[src/rtl/mac_result_serializer.sv]
// mac_result_serializer: sends a captured MAC result to the UART one byte at a time, with a busy handshake for every byte.
module mac_result_serializer #(
  parameter int DATA_WIDTH     = 48,
  parameter int NUM_BYTES      = DATA_WIDTH / 8,
  parameter bit LSB_FIRST      = 1'b1,
  parameter int ACCEPT_TIMEOUT = 8
) (
  input  logic                  clk,
  input  logic                  reset,
  input  logic [DATA_WIDTH-1:0] result_in,
  input  logic                  result_valid,
  output logic                  ready,
  input  logic                  tx_busy,
  output logic                  tx_start_transmission,
  output logic [7:0]            tx_data_in,
  output logic                  frame_done,
  output logic                  overrun
);
  localparam int BW = $clog2(NUM_BYTES) + 1;
  localparam int TW = $clog2(ACCEPT_TIMEOUT) + 1;
  typedef enum logic [2:0] {IDLE, ARM, START, WAIT_HI, WAIT_LO} state_t;
  state_t                state;
  logic [DATA_WIDTH-1:0] shreg;
  logic [BW-1:0]         byte_cnt;
  logic [TW-1:0]         to_cnt;
  logic [7:0]            cur_byte;
  logic                  byte_done;
  logic                  last_byte;
  assign cur_byte  = LSB_FIRST ? shreg[7:0] : shreg[DATA_WIDTH-1 -: 8];
  assign last_byte = byte_cnt == BW'(NUM_BYTES - 1);
  // A byte is finished once busy falls, or when the UART never acknowledged it in time.
  assign byte_done = !tx_busy && (state == WAIT_LO ||
                     (state == WAIT_HI && to_cnt == TW'(ACCEPT_TIMEOUT - 1)));
  always_ff @(posedge clk or posedge reset) begin
    if (reset) begin
      state                 <= IDLE;
      ready                 <= 1'b1;
      tx_start_transmission <= 1'b0;
      tx_data_in            <= '0;
      frame_done            <= 1'b0;
      overrun               <= 1'b0;
      shreg                 <= '0;
      byte_cnt              <= '0;
      to_cnt                <= '0;
    end else begin
      tx_start_transmission <= 1'b0;
      frame_done            <= 1'b0;
      if (result_valid && !ready) overrun <= 1'b1;
      if (byte_done) begin
        shreg      <= LSB_FIRST ? shreg >> 8 : shreg << 8;
        byte_cnt   <= byte_cnt + 1'b1;
        state      <= last_byte ? IDLE : ARM;
        ready      <= last_byte;
        frame_done <= last_byte;
      end else begin
        case (state)
          IDLE: if (result_valid) begin
            shreg    <= result_in;
            byte_cnt <= '0;
            state    <= ARM;
            ready    <= 1'b0;
          end
          ARM: if (!tx_busy) begin
            state                 <= START;
            tx_start_transmission <= 1'b1;
            tx_data_in            <= cur_byte;
          end
          START: begin
            state  <= WAIT_HI;
            to_cnt <= '0;
          end
          WAIT_HI: if (tx_busy) state <= WAIT_LO;
                   else to_cnt <= to_cnt + 1'b1;
          default: ;
        endcase
      end
    end
  end
endmodule

[config.mk]
export PLATFORM = sky130hd
export DESIGN_NAME = mac_result_serializer
export DESIGN_NICKNAME = d
export VERILOG_FILES = /design/src/rtl/mac_result_serializer.sv
export SDC_FILE = /design/constraint.sdc
export NUM_CORES = 1
export LEC_CHECK = 0
export BUFFER_PORTS_ARGS = -buffer_cell sky130_fd_sc_hd__buf_2
export CAP_MARGIN = 20
export CORE_ASPECT_RATIO = 0.75
export CORE_MARGIN = 2
export CORE_UTILIZATION = 38
export DETAILED_ROUTE_END_ITERATION = 16
export HOLD_SLACK_MARGIN = 0.03
export PLACE_DENSITY = 0.67
export SETUP_SLACK_MARGIN = 0.15
export SLEW_MARGIN = 25
export SYNTH_ARGS = -nofsm -noshare
export SYNTH_HDL_FRONTEND = slang
export SYNTH_SLANG_ARGS = --single-unit
[constraint.sdc]
create_clock -name clk -period 4.8 [get_ports clk]
set_clock_uncertainty 0.15 [all_clocks]
set_input_delay 1.44 -clock clk [delete_from_list [all_inputs] [get_ports clk]]
set_output_delay 1.44 -clock clk [all_outputs]
set_load 0.02 [all_outputs]
After elaboration in Yosys (flattened, before gate mapping)

Index checks and enable logic that the tools add are counted.

Register bits after elaboration: 71
Bits in latches: 0
Bits in writable memories: 0
ROM bits: 0
Input bits: 52
Output and inout bits: 12
Memories kept: 0

$add $sub $neg: 2
Multiply operators: 0
Div/mod/pow operators: 0
$lt $le $gt $ge: 0
Equality and inequality tests: 10
Shift-type cells: 0
Muxes and demuxes: 21
Bitwise logic cells: 2
Reduce and logical (&&, ||, !) cells: 15

Operators by type and width:

| kind                  | count |
|---|---|
| $mux W48              | 3 |
| $mux W4               | 4 |
| $mux W3               | 4 |
| $pmux W3 S4           | 1 |
| $ne A3 B3 Y1 const B  | 3 |
| $add A4 B1 Y4 const B | 2 |
| $eq A4 B3 Y1 const B  | 2 |
| $mux W1               | 8 |
| $pmux W4 S2           | 1 |
| $eq A3 B2 Y1 const B  | 2 |
| $reduce_and A3 Y1     | 2 |
| $reduce_bool A2 Y1    | 3 |
| $reduce_bool A5 Y1    | 1 |
| $reduce_and A4 Y1     | 1 |
| $eq A3 B1 Y1 const B  | 1 |
| $eq A3 B3 Y1 const B  | 1 |
| $logic_and A1 B1 Y1   | 3 |
| $logic_not A3 Y1      | 1 |
| $logic_not A1 Y1      | 2 |
| $ne A2 B2 Y1 const B  | 1 |
| $not A1 Y1            | 2 |
| $reduce_and A2 Y1     | 1 |
| $logic_or A1 B1 Y1    | 1 |

Logic depth before layout (Yosys ltp)

Depth in word-level cells: 6
Mapped depth: 7
Gate-level depth less buffers: 5

Worst setup path before layout

No wires, ideal clock.

Path kind: input port to flip-flop
Start point: input port tx_busy
End point: register tx_data_in[0]
Setup time: 125 ps
Data arrival time: 2346 ps
Setup slack: 2179 ps
Stages on the path: 3
Buffers on the path: 1
Path through: clkbuf_1 -> nor3_4 -> mux2_2

Word-level cells in the longest chain between the ends: 4

RTL lines:

| element                         | RTL line | text |
|---|---|---|
| start, declared                 | 13       | `input logic tx_busy,` |
| $logic_not A1 Y1                | n/a      |  |
| $logic_and A1 B1 Y1             | 32       | `assign byte_done = !tx_busy && (state == WAIT_LO \|\|` |
| $not A1 Y1 (no line)            | n/a      |  |
| $reduce_and A3 Y1 (no line) (*) | n/a      |  |
| end signal, assigned            | 66       | `tx_data_in <= cur_byte;` |
| end, declared                   | 15       | `output logic [7:0] tx_data_in,` |

Every way passes the cells marked *; elsewhere a longest branch is shown, timed or not.
A chain may end at the register's enable or synchronous reset.

Worst setup path in the final report

Start point: input port tx_busy
End point: register byte_cnt[3]

Word-level cells in the longest chain between the ends: 4

RTL lines:

| element                      | RTL line | text |
|---|---|---|
| $logic_not A1 Y1 (*)         | n/a      |  |
| $logic_and A1 B1 Y1 (*)      | 32       |  |
| $reduce_bool A2 Y1 (no line) | n/a      |  |
| $reduce_and A2 Y1 (no line)  | n/a      |  |
| end signal, assigned         | 51       | `byte_cnt <= byte_cnt + 1'b1;` |
| end, declared                | 24       | `logic [BW-1:0] byte_cnt;` |

Marked as above.

==> results.md <==
CTS:
- The clock edge transition at the registers on the reported setup and hold paths is 0.06 ns.
- The count of clock tree sinks is 71.
- The total clock buffers created by CTS is 9.
- For the worst-skew pair, the clock arrives at the later sink with an insertion delay of 0.33 ns.
- TritonCTS built the clock tree.
- The clock tree buffer depth is 2.
- The root buffer cell chosen for the clock tree is sky130_fd_sc_hd__clkbuf_16.
- The number of gates given a new drive strength after cts is 0.
- Once the clock tree was built, the setup fixing pass inserted 0 buffers.
- The H-tree generated during clock tree synthesis spans 3 levels.
- The number of hold buffers added after CTS is 0.

Synth:
- Counting flops and latches in the post-synthesis netlist gives 71.
- The async set-or-reset flop fraction in the synthesized netlist is 100%.
- The post-synthesis sequential area ratio is 54.3%.
- The portion of synthesized area spent on multiplexers is 3.74%.
- In this run, synthesis inferred 0 flip-flops with an integrated enable.
- The synthesized netlist cell count is 352.
- The netlist area before placement is 3280 um2.
- Synthesis produced a netlist with a net count of 407.
- The compound-gate portion of the synthesized area is 13.8%.
- The count of unique library cells instantiated by Yosys is 38.
- The dominant register cell in the synthesized netlist is sky130_fd_sc_hd__dfrtp_1.
- After Yosys synthesis, XOR and XNOR cells account for 0.267% of the synthesized area.
- The average size of a mapped cell is 9.31 um2.
- The number of synthesis warnings is 0.
- The dominant combinational cell family by area after synthesis is simple AND/OR/NAND/NOR gates.
- The area share of fa/ha/maj cells after synthesis is 1.15%.
- The simple-gate share of the synthesized area is 22.0%.

Routing:
- Summing over every cut layer, the via total after detailed routing is 2647.
- The first-pass iteration count of the detailed router is 4.
- The detail route stage leaves a number of antenna-violating nets equal to 0.
- The detailed-route wire length per cell is 13.9 um.
- The final layout contains routed wiring with a total length of 7210 um.
- The residual DRC count is 0.
- The initial detailed-routing violation count is 206.
- The via-per-instance ratio is 5.11.

Power:
- IR analysis of the VDD net gives a maximum drop of 0.000278 V.
- The fraction of power spent switching nets is 32.4%.
- Internal power comes to 1.67 mW.
- The clock network accounts for 29.8% of the total power.
- Sequential cells burn 43.2% of the power.
- The analysis attributes to cell leakage a power of 1.86 nW.
- The switching power total is 800 uW.
- The power per cell area is 623 nW/um2.
- Of the total power, combinational logic draws 27.0%.

Placement:
- At the end of routability-driven placement, the weighted congestion stood at 0.726.
- The count of input and output buffers is 63.
- Summed over all nets, the half-perimeter wirelength after detailed placement is 4670 um.

Timing:
- Setup violations remaining at the end of the flow were counted as 0.
- The number of slew-limit violations in the final report is 0.
- The count of endpoints failing hold in the final timing report came to 0.
- For the pin with the worst max-slew slack, the measured transition is 0.616 ns.
- Setup repair after global routing left no endpoint under its margin.
- The setup TNS is 0 ns.
- The worst slew margin relative to its limit is 59.0%.
- The upper clock frequency limit is 359 MHz.
- The time the final worst path needs with I/O delays and setup is 2.79 ns.
- The final critical-path share of the clock period is 58.0%.
- The worst slack on hold paths is 0.313 ns.

Layout:
- The layout cell share with drive strength beyond 1 is 23.9%.
- The total inserted antenna cells is 0.
- In the layout the commonest cells are 98 x sky130_fd_sc_hd__nand2_1, 70 x sky130_fd_sc_hd__dfrtp_1, 63 x sky130_fd_sc_hd__buf_2, 43 x sky130_fd_sc_hd__nor2_1, 37 x sky130_fd_sc_hd__a31oi_1.
- The most frequent standard cell in the layout excluding fill and tap cells is sky130_fd_sc_hd__nand2_1.
- Registers take 1780 um2.
- Summing all multi-input logic gate instances after layout gives 1350 um2.
- The final layout contains 460 nets.
- Counting the fill cells in the layout gives 833.
- Relative to the synthesized area, the layout overhead comes to 20.8%.

GRT:
- The global-route total usage across every layer is 16.1%.
- The number of antenna violations at the first check in global routing came to 0.
- The maximum number of pins on one net before global-route repair is 51.
- The first global-routing pass estimated 12100 um of wire.
- The number of global-route vias before repair came to 2592.
- Global routing finished with a remaining overflow of 0.

Die:
- In this run the vertical extent of the chip is 84.4 um.
- The area of the core is 8420 um2.
- The area of the die is 9390 um2.
- For this design the top-level I/O count stands at 64.
- The die boundary width is 111 um.
- The number of rows created at floorplan is 29.
- The initial utilization of the core area, before any placement, comes to 38.9%.

Setup path:
- STA classifies the critical path startpoint as an input port.
- The library cell contributing the largest single delay on the critical path is sky130_fd_sc_hd__a22o_1.
- The dominant delay contributor by cell family on the critical path is compound AO/OA/AOI/OAI gates.
- Counting both buffers and inverters, the worst setup path holds a total of 1.
- By startpoint and endpoint, the worst setup path is classified as input port to register.
- The top fanout value on the critical path is 14.
- The endpoint class of the critical path is a register.
- The signal on the critical path passes through buf_2, nor3b_1, a22o_1, nor2_1, a211o_1.
- Data on the critical path arrives at its endpoint at 2.85 ns.
- The data required time of the worst path is 4.87 ns.
- The longest individual stage delay on the worst path is 0.50 ns.

Job:
- The count of maximum capacitance violations is 0.

Run status:
- The flow ran to the end, and the final reports show no timing, DRC or antenna violations.

Worst hold path:
- The min-delay analysis places its worst path in the category register to register.
## final timing paths
path | cells after the start | slack, ns | start | endpoint
worst max-delay path | 5 | 2.01 | tx_busy | byte_cnt[3]
worst min-delay path | 1 | 0.31 | overrun | overrun
worst max register to register | 4 | 2.58 | state[0] | byte_cnt[3]
worst min register to register | 1 | 0.31 | overrun | overrun
max in group asynchronous | 3 | 2.52 | reset | shreg[13]
min in group asynchronous | 2 | 0.97 | reset | to_cnt[1]
## worst register-to-register path, cell delays in order (launching register included)
cell,delay (ns)
sky130_fd_sc_hd__dfrtp_1,0.68
sky130_fd_sc_hd__nor3b_1,0.37
sky130_fd_sc_hd__a22o_1,0.50
sky130_fd_sc_hd__nor2_1,0.12
sky130_fd_sc_hd__a211o_1,0.30
## routing by layer
layer | GRT usage (%) | vias up | part of all wire [%]
met5 | 0 | - | 0
met3 | 5.13 | 8 | 5.4
met1 | 22.6 | 1257 | 51
met4 | 4.83 | 0 | 1.0
li1 | - | 1313 | -
met2 | 24.0 | 69 | 43
## logic make-up after synthesis
| family | after synthesis |
|---|---|
| AND/OR/NAND/NOR | 165 |
| AO/OA/AOI/OAI | 71 |
| flip-flops | 71 |
| buffers and inverters | 30 |
| multiplexers | 11 |
| adder cells (fa/ha/maj) | 3 |
| XOR/XNOR | 1 |
## Yosys cell counts (5+ instances only)
cell                       instances  share of area [%]
sky130_fd_sc_hd__nand2_1          98                 11
sky130_fd_sc_hd__dfrtp_1          70                 53
sky130_fd_sc_hd__nor2_1           43                4.9
sky130_fd_sc_hd__a31oi_1          37                7.1
sky130_fd_sc_hd__buf_2            13                2.0
sky130_fd_sc_hd__a21oi_1          10                1.5
sky130_fd_sc_hd__mux2_2            9                3.1
sky130_fd_sc_hd__clkbuf_1          6               0.69
sky130_fd_sc_hd__nor3_1            6               0.92
sky130_fd_sc_hd__buf_4             5                1.1
sky130_fd_sc_hd__inv_1             5               0.57
sky130_fd_sc_hd__o21ai_0           5               0.76
## metrics by stage
step                cells  total power [mW]  cell area (um2)  setup WS, ns  utilization (%)
finish                518              2.47             3960          2.01             47.0
global placement      502              1.71             3620          1.53             43.0
CTS                   518              2.49             3950          1.84             47.0
floorplan             352              1.57             3280          1.42                -
global route          518              2.65             3960          1.85             47.0
detailed placement    502              1.74             3620          1.49             43.0
## power groups by stage
stage	clock, mW	combinational (mW)	sequential [mW]
after global routing	0.775	0.767	1.10
final	0.735	0.666	1.07
after CTS	0.746	0.675	1.07
after global placement	0	0.646	1.06
after detailed placement	0	0.668	1.07
after floorplan	0	0.524	1.05
## area by class of cell
class	instances	share of cell area (%)
flip-flops and latches	71	44.9
multi-input cells	251	34.0
clock buffers	12	6.48
repair buffers	67	8.73
well taps	108	3.42
inverters	5	0.474
clock inverters	4	1.93
## flip-flops by register name (all words and copies together), names as in the netlist
name / flops
ready: 1
overrun: 1
shreg: 48
to_cnt: 4
state: 3
tx_start_transmission: 1
tx_data_in: 8
frame_done: 1
byte_cnt: 4
Power figures use the tool's default switching activity.
